--- src/rtl/downsample_2_if.sv ---
// Sample-stream bundle for the decimate-by-2 stage: unthrottled input strobe,
// valid/ready output handshake, plus status.
interface downsample_2_if #(
    parameter int ADC_WIDTH  = 14,
    parameter int FIFO_DEPTH = 4
);
    logic [ADC_WIDTH-1:0]            adc_data_in;
    logic                            in_valid;
    logic                            phase_sel;
    logic                            sync;
    logic [ADC_WIDTH-1:0]            adc_data_out;
    logic                            out_valid;
    logic                            out_ready;
    logic [$clog2(FIFO_DEPTH):0]     fifo_level;
    logic                            overflow;

    modport master (
        output adc_data_in, in_valid, phase_sel, sync, out_ready,
        input  adc_data_out, out_valid, fifo_level, overflow
    );

    modport slave (
        input  adc_data_in, in_valid, phase_sel, sync, out_ready,
        output adc_data_out, out_valid, fifo_level, overflow
    );
endinterface

--- src/rtl/downsample_2.sv ---
// Decimate-by-2: keeps one of every two valid samples (selectable phase) and
// buffers kept samples in a first-word-fall-through FIFO.
module downsample_2 #(
    parameter int ADC_WIDTH  = 14,
    parameter int FIFO_DEPTH = 4
) (
    input logic          clk,
    input logic          rst,
    downsample_2_if.slave bus
);
    localparam int PW = $clog2(FIFO_DEPTH);
    localparam int LW = PW + 1;

    logic                 phase;
    logic [PW-1:0]        wr_ptr, rd_ptr;
    logic [LW-1:0]        level;
    logic                 ovf;
    logic [ADC_WIDTH-1:0] mem [FIFO_DEPTH];

    logic eff_phase, keep, pop, full, push, drop;

    // A sync pulse forces the sample in the same cycle to be phase 0.
    assign eff_phase = bus.sync ? 1'b0 : phase;
    assign keep      = bus.in_valid && (eff_phase == bus.phase_sel);
    assign pop       = (level != '0) && bus.out_ready;
    assign full      = (level == LW'(FIFO_DEPTH));
    assign push      = keep && (!full || pop);
    assign drop      = keep && full && !pop;

    always_ff @(posedge clk or posedge rst) begin
        if (rst) begin
            phase <= 1'b0;
        end else if (bus.sync) begin
            phase <= bus.in_valid;
        end else if (bus.in_valid) begin
            phase <= ~phase;
        end
    end

    always_ff @(posedge clk or posedge rst) begin
        if (rst) begin
            wr_ptr <= '0;
            rd_ptr <= '0;
            level  <= '0;
            for (int i = 0; i < FIFO_DEPTH; i++) mem[i] <= '0;
        end else begin
            if (push) begin
                mem[wr_ptr] <= bus.adc_data_in;
                wr_ptr      <= wr_ptr + 1'b1;
            end
            if (pop) rd_ptr <= rd_ptr + 1'b1;
            if (push && !pop)      level <= level + 1'b1;
            else if (pop && !push) level <= level - 1'b1;
        end
    end

    // Set wins over a simultaneous sync clear.
    always_ff @(posedge clk or posedge rst) begin
        if (rst)           ovf <= 1'b0;
        else if (drop)     ovf <= 1'b1;
        else if (bus.sync) ovf <= 1'b0;
    end

    assign bus.adc_data_out = mem[rd_ptr];
    assign bus.out_valid    = (level != '0);
    assign bus.fifo_level   = level;
    assign bus.overflow     = ovf;
endmodule

--- src/flat_wrapper.sv ---
// flat-port wrapper written by rule: the top's interface ports become plain ports
module downsample_2_flat 
#(
    parameter int ADC_WIDTH  = 14,
    parameter int FIFO_DEPTH = 4
)
  (clk, rst, bus_adc_data_in, bus_in_valid, bus_phase_sel, bus_sync, bus_out_ready, bus_adc_data_out, bus_out_valid, bus_fifo_level, bus_overflow);
  downsample_2_if #(.ADC_WIDTH(ADC_WIDTH), .FIFO_DEPTH(FIFO_DEPTH)) bus_i ();
  input logic clk;
  input logic rst;
  input wire logic [$bits(bus_i.adc_data_in)-1:0] bus_adc_data_in;
  input wire logic [$bits(bus_i.in_valid)-1:0] bus_in_valid;
  input wire logic [$bits(bus_i.phase_sel)-1:0] bus_phase_sel;
  input wire logic [$bits(bus_i.sync)-1:0] bus_sync;
  input wire logic [$bits(bus_i.out_ready)-1:0] bus_out_ready;
  output wire logic [$bits(bus_i.adc_data_out)-1:0] bus_adc_data_out;
  output wire logic [$bits(bus_i.out_valid)-1:0] bus_out_valid;
  output wire logic [$bits(bus_i.fifo_level)-1:0] bus_fifo_level;
  output wire logic [$bits(bus_i.overflow)-1:0] bus_overflow;
  assign bus_i.adc_data_in = bus_adc_data_in;
  assign bus_i.in_valid = bus_in_valid;
  assign bus_i.phase_sel = bus_phase_sel;
  assign bus_i.sync = bus_sync;
  assign bus_i.out_ready = bus_out_ready;
  assign bus_adc_data_out = bus_i.adc_data_out;
  assign bus_out_valid = bus_i.out_valid;
  assign bus_fifo_level = bus_i.fifo_level;
  assign bus_overflow = bus_i.overflow;
  downsample_2 #(.ADC_WIDTH(ADC_WIDTH), .FIFO_DEPTH(FIFO_DEPTH)) u_core (.clk(clk), .rst(rst), .bus(bus_i));
endmodule
--- config.mk ---
export PLATFORM = sky130hd
export DESIGN_NAME = downsample_2_flat
export DESIGN_NICKNAME = d
export VERILOG_FILES = /design/src/rtl/downsample_2_if.sv /design/src/rtl/downsample_2.sv /design/src/flat_wrapper.sv
export SDC_FILE = /design/constraint.sdc
export NUM_CORES = 1
export LEC_CHECK = 0
export ABC_AREA = 1
export CAP_MARGIN = 25
export CORE_ASPECT_RATIO = 1.4
export CORE_MARGIN = 10
export CORE_UTILIZATION = 51
export CTS_CLUSTER_DIAMETER = 200
export DETAILED_ROUTE_END_ITERATION = 7
export PLACE_DENSITY = 0.8
export SLEW_MARGIN = 25
export SYNTH_ARGS = -nofsm -noshare
export SYNTH_HDL_FRONTEND = slang
export SYNTH_SLANG_ARGS = --single-unit
--- constraint.sdc ---
create_clock -name clk -period 2.3 [get_ports clk]
set_input_delay 0.345 -clock clk [delete_from_list [all_inputs] [get_ports clk]]
set_output_delay 0.345 -clock clk [all_outputs]
set_load 0.02 [all_outputs]
# After elaboration in Yosys (flattened, before gate mapping)
# Index checks and enable logic that the tools add are counted.
# W data, S select, Z words.
[classes]
n_eq_ne = 2
add_sub_neg = 4
n_reduce_logical = 16
muxes = 13
bitwise_logic = 3
order_cmp = 3
[op_table]
columns = ["cell", "n"]
rows = [
  ["$bwmux W56", 1],
  ["$mux W14", 3],
  ["$bmux W14 S2", 1],
  ["$demux W14 S2", 1],
  ["$logic_and A1 B1 Y1", 8],
  ["$ge A3 B3 Y1 const B", 2],
  ["$mux W3", 2],
  ["$not A2 Y3", 2],
  ["$reduce_bool A2 Y1", 3],
  ["$mux W1", 5],
  ["$add A2 B1 Y2 const B", 2],
  ["$add A3 B1 Y3 const B", 1],
  ["$eq A3 B3 Y1 const B", 1],
  ["$logic_not A1 Y1", 3],
  ["$lt A3 B1 Y1 const B", 1],
  ["$reduce_bool A3 Y1", 1],
  ["$sub A3 B1 Y3 const B", 1],
  ["$eq A1 B1 Y1", 1],
  ["$logic_or A1 B1 Y1", 1],
  ["$not A1 Y1", 1],
]
[word_totals]
output_inout_bits = 19
in_bits = 20
wordCells = 50
register_bits = 65

# Logic depth before layout (Yosys ltp)
# Gate-level depths: netlist of run 1.
[logic_depth]
word_depth = 8
depth_mapped = 13
depth_no_buf = 12

# Least setup slack after synthesis of run 1
# No wires, ideal clock.
[synth_timing]
path_kind = "register to register"
start = "register u_core.level[0] (netlist: u_core.bus.fifo_level[0])"
end = "register u_core.level[1] (netlist: u_core.bus.fifo_level[1])"
stages_incl_launch_ff = 10
path_buffers = 1
period_less_slack_ps = 2235
required_time_ps = 2175
slack_ps = 65
setup_time_ps = 125
arrival_time_ps = 2110
path_cell_list = "dfrtp_1 -> nor2_1 -> nand2_4 -> buf_2 -> nand2_1 -> inv_1 -> ha_1 -> inv_1 -> fa_1 -> mux2_2"
[synth_via]
elab_chain_cells = 7
elab_cells_between_ends = 15
classes_between = "add/sub: 2; eq/ne: 1; mux: 2; reduce/logical: 10"
[synth_lines]
columns = ["item", "line_no", "source"]
rows = [
  ["from (decl)", "downsample_2.sv:16", "logic [LW-1:0] level;"],
  ["from (signal assigned)", "downsample_2.sv:52", "if (push && !pop) level <= level + 1'b1;"],
  ["from (signal assigned)", "downsample_2.sv:53", "else if (pop && !push) level <= level - 1'b1;"],
  ["$eq A3 B3 Y1 / $reduce_bool A3 Y1 (equally long branches)", "downsample_2.sv:26, downsample_2.sv:25", ""],
  ["$logic_not A1 Y1 / $logic_and A1 B1 Y1 (equally long branches)", "downsample_2.sv:27, downsample_2.sv:25", ""],
  ["$logic_or A1 B1 Y1 (*)", "downsample_2.sv:27", "assign push = keep && (!full || pop);"],
  ["$logic_and A1 B1 Y1 (*)", "downsample_2.sv:27", ""],
  ["via u_core.push", "downsample_2.sv:20", "logic eff_phase, keep, pop, full, push, drop;"],
  ["$logic_not A1 Y1", "downsample_2.sv:53", ""],
  ["$logic_and A1 B1 Y1", "downsample_2.sv:53", ""],
  ["$reduce_bool A2 Y1 (no line)", "n/a", ""],
]
# Mark *: on every way through the listed nets, which the timed path passes. The rest lies on a longest branch. The select of a mux whose other input is x is not followed.
# A chain may end at the register's enable or synchronous reset.

# Worst setup path in the final report of run 1
[layout_timing]
start = "input bus_phase_sel"
end = "register u_core.level[2] (netlist: u_core.bus.fifo_level[2])"
[layout_via]
elab_chain_cells = 6
elab_cells_between_ends = 8
classes_between = "eq/ne: 1; mux: 1; reduce/logical: 6"
[layout_lines]
columns = ["item", "line_no", "source"]
rows = [
  ["from (decl)", "flat_wrapper.sv:13", "input wire logic [$bits(bus_i.phase_sel)-1:0] bus_phase_sel;"],
  ["$eq A1 B1 Y1 (*)", "downsample_2.sv:24", "assign keep = bus.in_valid && (eff_phase == bus.phase_sel);"],
  ["$logic_and A1 B1 Y1 (*)", "downsample_2.sv:24", ""],
  ["$logic_and A1 B1 Y1 (*)", "downsample_2.sv:27", ""],
  ["via u_core.push", "downsample_2.sv:20", ""],
  ["$logic_not A1 Y1", "downsample_2.sv:53", ""],
  ["$logic_and A1 B1 Y1", "downsample_2.sv:53", ""],
  ["$reduce_bool A2 Y1 (no line)", "n/a", ""],
]
# Mark *: on every way through the listed nets, which the timed path passes. The rest lies on a longest branch.

==> impl_summary.txt, run 1 <==
----------------------------------------------------
[Outcome]
  Status ... finished clean

[Synthesis]
  Post-synthesis net count ... 411
  Gate Count Post-Synth ... 385
  Count of warnings emitted by yosys ... 0
  Fraction of the yosys area taken by sequential cells ... 0.496
  Count of state elements after synthesis ... 65
  Most area-hungry cell type in the Yosys netlist ... dfrtp_1
  Fraction of synthesized cell area taken by the top area cell type ... 0.496
  Mean cell area of the mapped netlist ... 8.52 µm²
  Cell types occupying the most area after synthesis ... dfrtp_1 50%, nand2_1 14%, nand4_1 11%
  Synthesized cell area ... 3280 µm²
  Count of cell types in the netlist ... 24

[Global route]
  GRT overflow ... 0
  Wire length of the first global-routing pass ... 14500 µm
  Number of antenna violations at the first check in global routing ... 0
  Pin count of the biggest net entering global routing ... 59
  Aggregate global-route resource usage ... 0.180
  Via count of the first global-routing pass ... 2949

[Placement]
  Detailed Place HPWL ... 5500 µm
  Final GP Congestion ... 0.791
  Placed instance count ... 486
  Dpl ws ... -0.191 ns
  Count of buffers inserted at the top-level ports ... 38

[Clock network]
  Clock Pin Slew Worst Setup and Hold Paths ... 0.07 ns
  Hold buffers post-CTS ... 0
  TritonCTS clock tree ... done
  CTS Buffer Depth ... 2
  Clock Latency Late Sink ... 0.34 ns
  TritonCTS buffer count ... 9
  Clock root cell ... clkbuf_8
  Clk sinks ... 65
  Number of levels in the clock H-tree ... 3

[Worst setup path]
  Max incr delay on CP ... 0.51 ns
  Crit path capture type ... flop
  WS Path Type ... input port to flop
  Maximum fanout count along the critical path ... 3
  Crit path arrival time ... 2.35 ns
  Worst Path Required ... 2.51 ns
  Launching element type of the critical path ... input port
  Cell chain of the critical path ... clkdlybuf4s50_1, inv_2, nand3_1, nand2_2, nor2_4, nand2_1, inv_1, ha_1, inv_1, fa_1, a21oi_1, o21ai_0, xor2_1
  Critical-path top delay cell ... clkdlybuf4s50_1
  Cell repeated most along the worst path ... inv_1

[Floorplan]
  Effective utilization at floorplan ... 0.524
  Height of the die ... 115 µm
  Width of the chip ... 87.8 µm
  Rows ... 34
  Top-Level Pins ... 39
  Area of the die ... 10100 µm²
  Core Footprint ... 6250 µm²

[Timing]
  Hold Vio Cnt, Final ... 0
  Number of endpoints failing setup at the final stage ... 0
  Remaining max-slew budget at the tightest pin ... 0.546
  Minimum period implied by the final worst setup slack ... 2.14 ns
  Share of the cycle needed by the critical path after routing ... 0.931
  Clock tree skew after final layout ... 0.00715 ns
  Setup slack of the critical path after layout ... 0.160 ns
  Final slew viol count ... 0
  Post-route worst hold slack ... 0.420 ns
  Worst Tran Pin Value ... 0.680 ns
  RSZ-0062 raised after global routing ... no
  Fmax ... 0.467 GHz

[Pwr]
  Power density cells ... 1450 nW/µm²
  Worst ir drop on vdd ... 0.897 mV
  Total leakage power ... 2.04 nW

[Finish]
  Area growth from synthesis to layout ... 20.8%
  Antenna fix cells ... 0
  Post-layout net count ... 451
  Final non-filler cell total ... 502
  Filler cells ... 522
  Fraction of layout instances using a drive strength above 1 ... 0.112

[Routing]
  Wire length reported by the detailed router ... 8850 µm
  Detailed-router iteration count before antenna repair ... 5
  DR DRC count ... 0
  Number of routed nets with antenna violations ... 0
  Via/cell ratio ... 5.94
  DRC marker count from the first detailed-route iteration ... 361
  Routed via count ... 2982
  Average wire length per cell after detail routing ... 17.6 µm

[Min path]
  Type of the worst min-delay path ... input port to async pin

[Run]
  Maxcap violations ... 0

----------------------------------------------------
==> worst max-delay path, delay by kind of cell <==
kind	cells	cell delay, ns
buf+inv	4	0.69
fa+ha+maj	2	0.51
simple gates	4	0.36
compound gates	2	0.28
xor+xnor	1	0.16
==> kinds of logic (layout without fill, tap and decap cells) <==
group | count (synthesis) | count (layout) | share of synthesized area
adder cells (fa/ha/maj) | 6 | 6 | 0.0252
AND/OR/NAND/NOR | 223 | 223 | 0.329
buffers and inverters | 39 | 84 | 0.0591
multiplexers | 1 | 1 | 0.00343
AO/OA/AOI/OAI | 47 | 47 | 0.0771
XOR/XNOR | 4 | 4 | 0.0107
flip-flops | 65 | 65 | 0.496
==> layer usage <==
| metal | global-route usage | vias up | routed length (µm) |
|---|---|---|---|
| li1 | - | 1399 | - |
| met1 | 0.218 | 1456 | 3660 |
| met2 | 0.293 | 110 | 4460 |
| met3 | 0.0552 | 17 | 609 |
| met4 | 0.0682 | 0 | 116 |
| met5 | 0 | - | 0 |
==> where the power goes <==
group          total [W]  leakage, nW  switching, W  internal [W]
Sequential       0.00199        0.806      0.000315       0.00167
Combinational    0.00287         1.14       0.00174       0.00113
Clock           0.000867       0.0932      0.000421      0.000445
Total            0.00573         2.04       0.00248       0.00325
==> through the flow <==
| step | utilization | power [W] | setup TNS (ns) | instance area (µm²) |
|---|---|---|---|---|
| final | 0.633 | 0.00573 | 0 | 3960 |
| after detailed placement | 0.601 | 0.00492 | -0.280 | 3760 |
| after global routing | 0.633 | 0.00613 | 0 | 3960 |
| after CTS | 0.628 | 0.00577 | 0 | 3930 |
| after global placement | 0.601 | 0.00483 | -0.000660 | 3760 |
| after floorplan | - | 0.00375 | 0 | 3280 |
==> registers in the layout, summed over array words and instances, names as in the netlist <==
name,flops
u_core.bus.fifo_level,3
u_core.wr_ptr,2
u_core.rd_ptr,2
u_core.mem,56
u_core.bus.overflow,1
u_core.phase,1
==> path summary, 6_finish.rpt <==
| kind | startpoint | end | slack (ns) | cells after the start |
|---|---|---|---|---|
| min reg2reg | u_core.mem[32]$_DFFE_PP0P_ | u_core.mem[32]$_DFFE_PP0P_ | 0.48 | 2 |
| max in group asynchronous | rst | u_core.mem[11]$_DFFE_PP0P_ | 1.28 | 3 |
| min in group clk | u_core.mem[32]$_DFFE_PP0P_ | u_core.mem[32]$_DFFE_PP0P_ | 0.48 | 2 |
| min | rst | u_core.mem[46]$_DFFE_PP0P_ | 0.42 | 2 |
| max reg2reg | u_core.bus.fifo_level[0]$_DFFE_PP0P_ | u_core.bus.fifo_level[2]$_DFFE_PP0P_ | 0.23 | 9 |
| max | bus_phase_sel | u_core.bus.fifo_level[2]$_DFFE_PP0P_ | 0.16 | 13 |
==> area by class of cell <==
cell class / count / area (µm²) / share of cell area
Tap cell: 72 / 90.1 / 0.0227
Timing Repair Buffer: 58 / 571 / 0.144
Multi-Input combinational cell: 281 / 1460 / 0.369
Clock buffer: 13 / 159 / 0.0401
Sequential cell: 65 / 1630 / 0.411
Inverter: 10 / 37.5 / 0.00948
Clock inverter: 3 / 15.0 / 0.00379
==> cell usage after synthesis, drive strengths merged <==
cell,number
a21oi,3
buf,18
clkbuf,11
dfrtp,65
fa,1
ha,5
inv,10
mux2,1
nand2,126
nand3,4
nand4,60
nor2,33
o21ai,30
o22ai,14
xnor2,2
xor2,2
==> cells in the final DEF, fill, tap and decap left out, drive strengths merged <==
cell and instances:
nand2 126, dfrtp 65, nand4 60, nor2 33, o21ai 30, clkdlybuf4s50 24
buf 20, o22ai 14, clkbuf 13, dlymetal6s2s 11, inv 10, ha 5
nand3 4, a21oi 3, clkinv 3, dlygate4sd2 3, xnor2 2, xor2 2
mux2 1, fa 1
==> what timing repair did <==
item / 4_1_cts / 5_1_grt
setup buffers: 0 / 0
setup endpoints to repair: 3 / 12
resized for setup: 3 / 13
cloned: 0 / 0
No activity file was read; power rests on OpenSTA's default activity.
==> run 2, diff against run 1 <==
--- a/config.mk
+++ b/config.mk
@@ -6,12 +6,14 @@
 export NUM_CORES = 1
 export LEC_CHECK = 0
 export ABC_AREA = 1
+export ABC_CLOCK_PERIOD_IN_PS = 2300
 export CAP_MARGIN = 25
 export CORE_ASPECT_RATIO = 1.4
 export CORE_MARGIN = 10
 export CORE_UTILIZATION = 51
-export CTS_CLUSTER_DIAMETER = 200
+export CTS_CLUSTER_DIAMETER = 150
 export DETAILED_ROUTE_END_ITERATION = 7
+export HOLD_SLACK_MARGIN = 0.1
 export PLACE_DENSITY = 0.8
 export SLEW_MARGIN = 25
 export SYNTH_ARGS = -nofsm -noshare
==> results of run 2 <==
Final layout, timing and power as in run 1 (identical DEF).
==> run 3, diff against run 2 <==
--- a/config.mk
+++ b/config.mk
@@ -10,11 +10,12 @@
 export CAP_MARGIN = 25
 export CORE_ASPECT_RATIO = 1.4
 export CORE_MARGIN = 10
-export CORE_UTILIZATION = 51
+export CORE_UTILIZATION = 55
 export CTS_CLUSTER_DIAMETER = 150
 export DETAILED_ROUTE_END_ITERATION = 7
 export HOLD_SLACK_MARGIN = 0.1
-export PLACE_DENSITY = 0.8
+export PLACE_DENSITY = 0.85
+export REMOVE_ABC_BUFFERS = 1
 export SLEW_MARGIN = 25
 export SYNTH_ARGS = -nofsm -noshare
 export SYNTH_HDL_FRONTEND = slang
==> impl_summary.txt, run 3 (synthesis results as in run 1) <==
----------------------------------------------------
[Global route]
  Wire length of the first global-routing pass ... 14900 µm (+2.9%)
  Via count of the first global-routing pass ... 3055 (+3.6%)
  GRT overflow ... 0 (unchanged)
  Aggregate global-route resource usage ... 0.188 (+0.00754)
  Number of antenna violations at the first check in global routing ... 0 (unchanged)
  Pin count of the biggest net entering global routing ... 66 (+12%)

[Clock network]
  TritonCTS buffer count ... 9 (unchanged)
  Hold buffers post-CTS ... 0 (unchanged)
  Clock root cell ... clkbuf_8
  Clock Latency Late Sink ... 0.34 ns (about the same)
  Clk sinks ... 65 (unchanged)
  Count of cells resized by post-cts repair ... 1 (-2)
  Clock Pin Slew Worst Setup and Hold Paths ... 0.07 ns (about the same)
  Number of levels in the clock H-tree ... 3 (unchanged)
  Total setup buffers inserted after CTS ... 0 (unchanged)
  CTS Buffer Depth ... 2 (unchanged)
  TritonCTS clock tree ... done

[Finish]
  Antenna fix cells ... 0 (unchanged)
  Register name with the most flops ... u_core.mem
  Finished Cell Area ... 3990 µm² (+0.73%)
  Flip-flop count of the largest register after layout ... 56 (unchanged)
  Post-layout net count ... 447 (-0.89%)
  Most common library cell in the layout ignoring fill and taps ... nand2_1
  Top library cells by usage in the layout, fill and taps aside ... 123 x nand2_1, 65 x dfrtp_1, 56 x nand4_1, 32 x nor2_1, 29 x o21ai_0
  Final non-filler cell total ... 496 (-1.2%)
  Filler cells ... 458 (-12%)
  Area growth from synthesis to layout ... 21.6%
  Fraction of layout instances using a drive strength above 1 ... 0.106 (-0.00599)

[Timing]
  Remaining max-slew budget at the tightest pin ... 0.618 (+0.0716)
  Number of endpoints failing setup at the final stage ... 0 (unchanged)
  Share of the cycle needed by the critical path after routing ... 0.902 (-0.0287)
  Fmax ... 0.482 GHz (+3.2%)
  Hold Vio Cnt, Final ... 0 (unchanged)
  Post-route worst hold slack ... 0.384 ns (-0.0357 ns)
  Worst Tran Pin Value ... 0.573 ns (-0.106 ns)
  Setup slack of the critical path after layout ... 0.226 ns (+0.0660 ns)
  Minimum period implied by the final worst setup slack ... 2.07 ns (-0.0660 ns)
  RSZ-0062 raised after global routing ... no
  Final slew viol count ... 0 (unchanged)
  Clock tree skew after final layout ... 0.00855 ns (+0.00140 ns)

[Placement]
  Count of buffers inserted at the top-level ports ... 38 (unchanged)
  Detailed Place HPWL ... 5330 µm (-3.2%)
  Dpl ws ... -0.120 ns (+0.0706 ns)
  Final GP Congestion ... 0.810 (+2.4%)
  Area of placed instances ... 3720 µm² (-0.87%)
  Placed instance count ... 480 (-1.2%)

[Pwr]
  Total design power ... 0.00595 W (+3.9%)
  Power density cells ... 1490 nW/µm² (+3.1%)
  Total leakage power ... 2.07 nW (+1.2%)
  Worst ir drop on vdd ... 0.800 mV (-11%)

[Floorplan]
  Area of the die ... 9490 µm² (-5.8%)
  Top-Level Pins ... 39 (unchanged)
  Height of the die ... 111 µm (-3.1%)
  Effective utilization at floorplan ... 0.563 (+0.0389)
  Width of the chip ... 85.3 µm (-2.9%)
  Core Footprint ... 5820 µm² (-6.9%)
  Rows ... 33 (-2.9%)

[Run]
  Maxcap violations ... 0 (unchanged)

[Routing]
  Via/cell ratio ... 6.13 (+3.1%)
  Number of routed nets with antenna violations ... 0 (unchanged)
  DRC marker count from the first detailed-route iteration ... 476 (+32%)
  Routed via count ... 3038 (+1.9%)
  Average wire length per cell after detail routing ... 17.8 µm (+1.1%)
  Wire length reported by the detailed router ... 8840 µm (-0.10%)
  DR DRC count ... 0 (unchanged)
  Detailed-router iteration count before antenna repair ... 6 (+1)

[Worst setup path]
  Crit path arrival time ... 2.29 ns (-0.06 ns)
  Crit path capture type ... flop
  WS Path Type ... input port to flop
  Maximum fanout count along the critical path ... 3 (unchanged)
  Launching element type of the critical path ... input port
  Worst Path Required ... 2.52 ns (about the same)

[Min path]
  Type of the worst min-delay path ... input port to async pin

[Outcome]
  Status ... finished clean

----------------------------------------------------
## run 3: cell types whose count changed in the layout (fill, tap and decap cells not counted), moves of 3 or more
cell | before | now
buf_4 | 18 | 15
clkbuf_8 | 11 | 14
clkinv_2 | 3 | 0
dlygate4sd2_1 | 3 | 0
dlymetal6s2s_1 | 11 | 14
## run 3: layer usage
layer / global-route usage / routed length [µm] / vias up
met3: 0.0584 / 680 / 26
met2: 0.292 / 4280 / 145
li1: - / - / 1392
met4: 0.0804 / 218 / 0
met5: 0 / 0 / -
met1: 0.234 / 3660 / 1475
## run 3: worst max-delay path, cell delays in order
cell and delay, ns:
clkdlybuf4s50_1 0.50, inv_2 0.05, nand3_1 0.09, nand2_2 0.07
nor2_4 0.12, nand2_1 0.08, inv_1 0.06, ha_1 0.13
inv_1 0.06, fa_1 0.37, a21oi_1 0.15, o21ai_0 0.11
xor2_1 0.16
## run 3: path summary, 6_finish.rpt
path / startpoint / to / slack (ns) / cells past startpoint
max in group asynchronous: rst / u_core.mem[37]$_DFFE_PP0P_ / 1.63 / 3
min reg2reg: u_core.mem[27]$_DFFE_PP0P_ / u_core.mem[27]$_DFFE_PP0P_ / 0.48 / 2
min in group clk: u_core.mem[27]$_DFFE_PP0P_ / u_core.mem[27]$_DFFE_PP0P_ / 0.48 / 2
max reg2reg: u_core.bus.fifo_level[0]$_DFFE_PP0P_ / u_core.bus.fifo_level[2]$_DFFE_PP0P_ / 0.26 / 9
min: rst / u_core.mem[46]$_DFFE_PP0P_ / 0.38 / 3
max: bus_phase_sel / u_core.bus.fifo_level[2]$_DFFE_PP0P_ / 0.23 / 13
## run 3: through the flow
| stage | util | setup TNS, ns |
|---|---|---|
| after floorplan | - | -0.306 |
| after global placement | 0.640 | -0.136 |
| after detailed placement | 0.640 | -0.197 |
| after CTS | 0.679 | 0 |
| after global routing | 0.685 | 0 |
| final | 0.685 | 0 |
## run 3: final cells by class
type | instances | area [µm²] | share of cell area
clock buffer | 15 | 196 | 0.0492
sequential | 65 | 1630 | 0.408
multi-input combinational | 281 | 1460 | 0.366
inverter | 10 | 41.3 | 0.0104
clock inverter | 1 | 30.0 | 0.00753
tap | 70 | 87.6 | 0.0220
timing repair buffer | 54 | 548 | 0.137
## run 3: report_power, final
group	internal, W	total [W]	switching, W
clock	0.000650	0.00108	0.000430
sequential	0.00167	0.00199	0.000315
combinational	0.00113	0.00288	0.00175
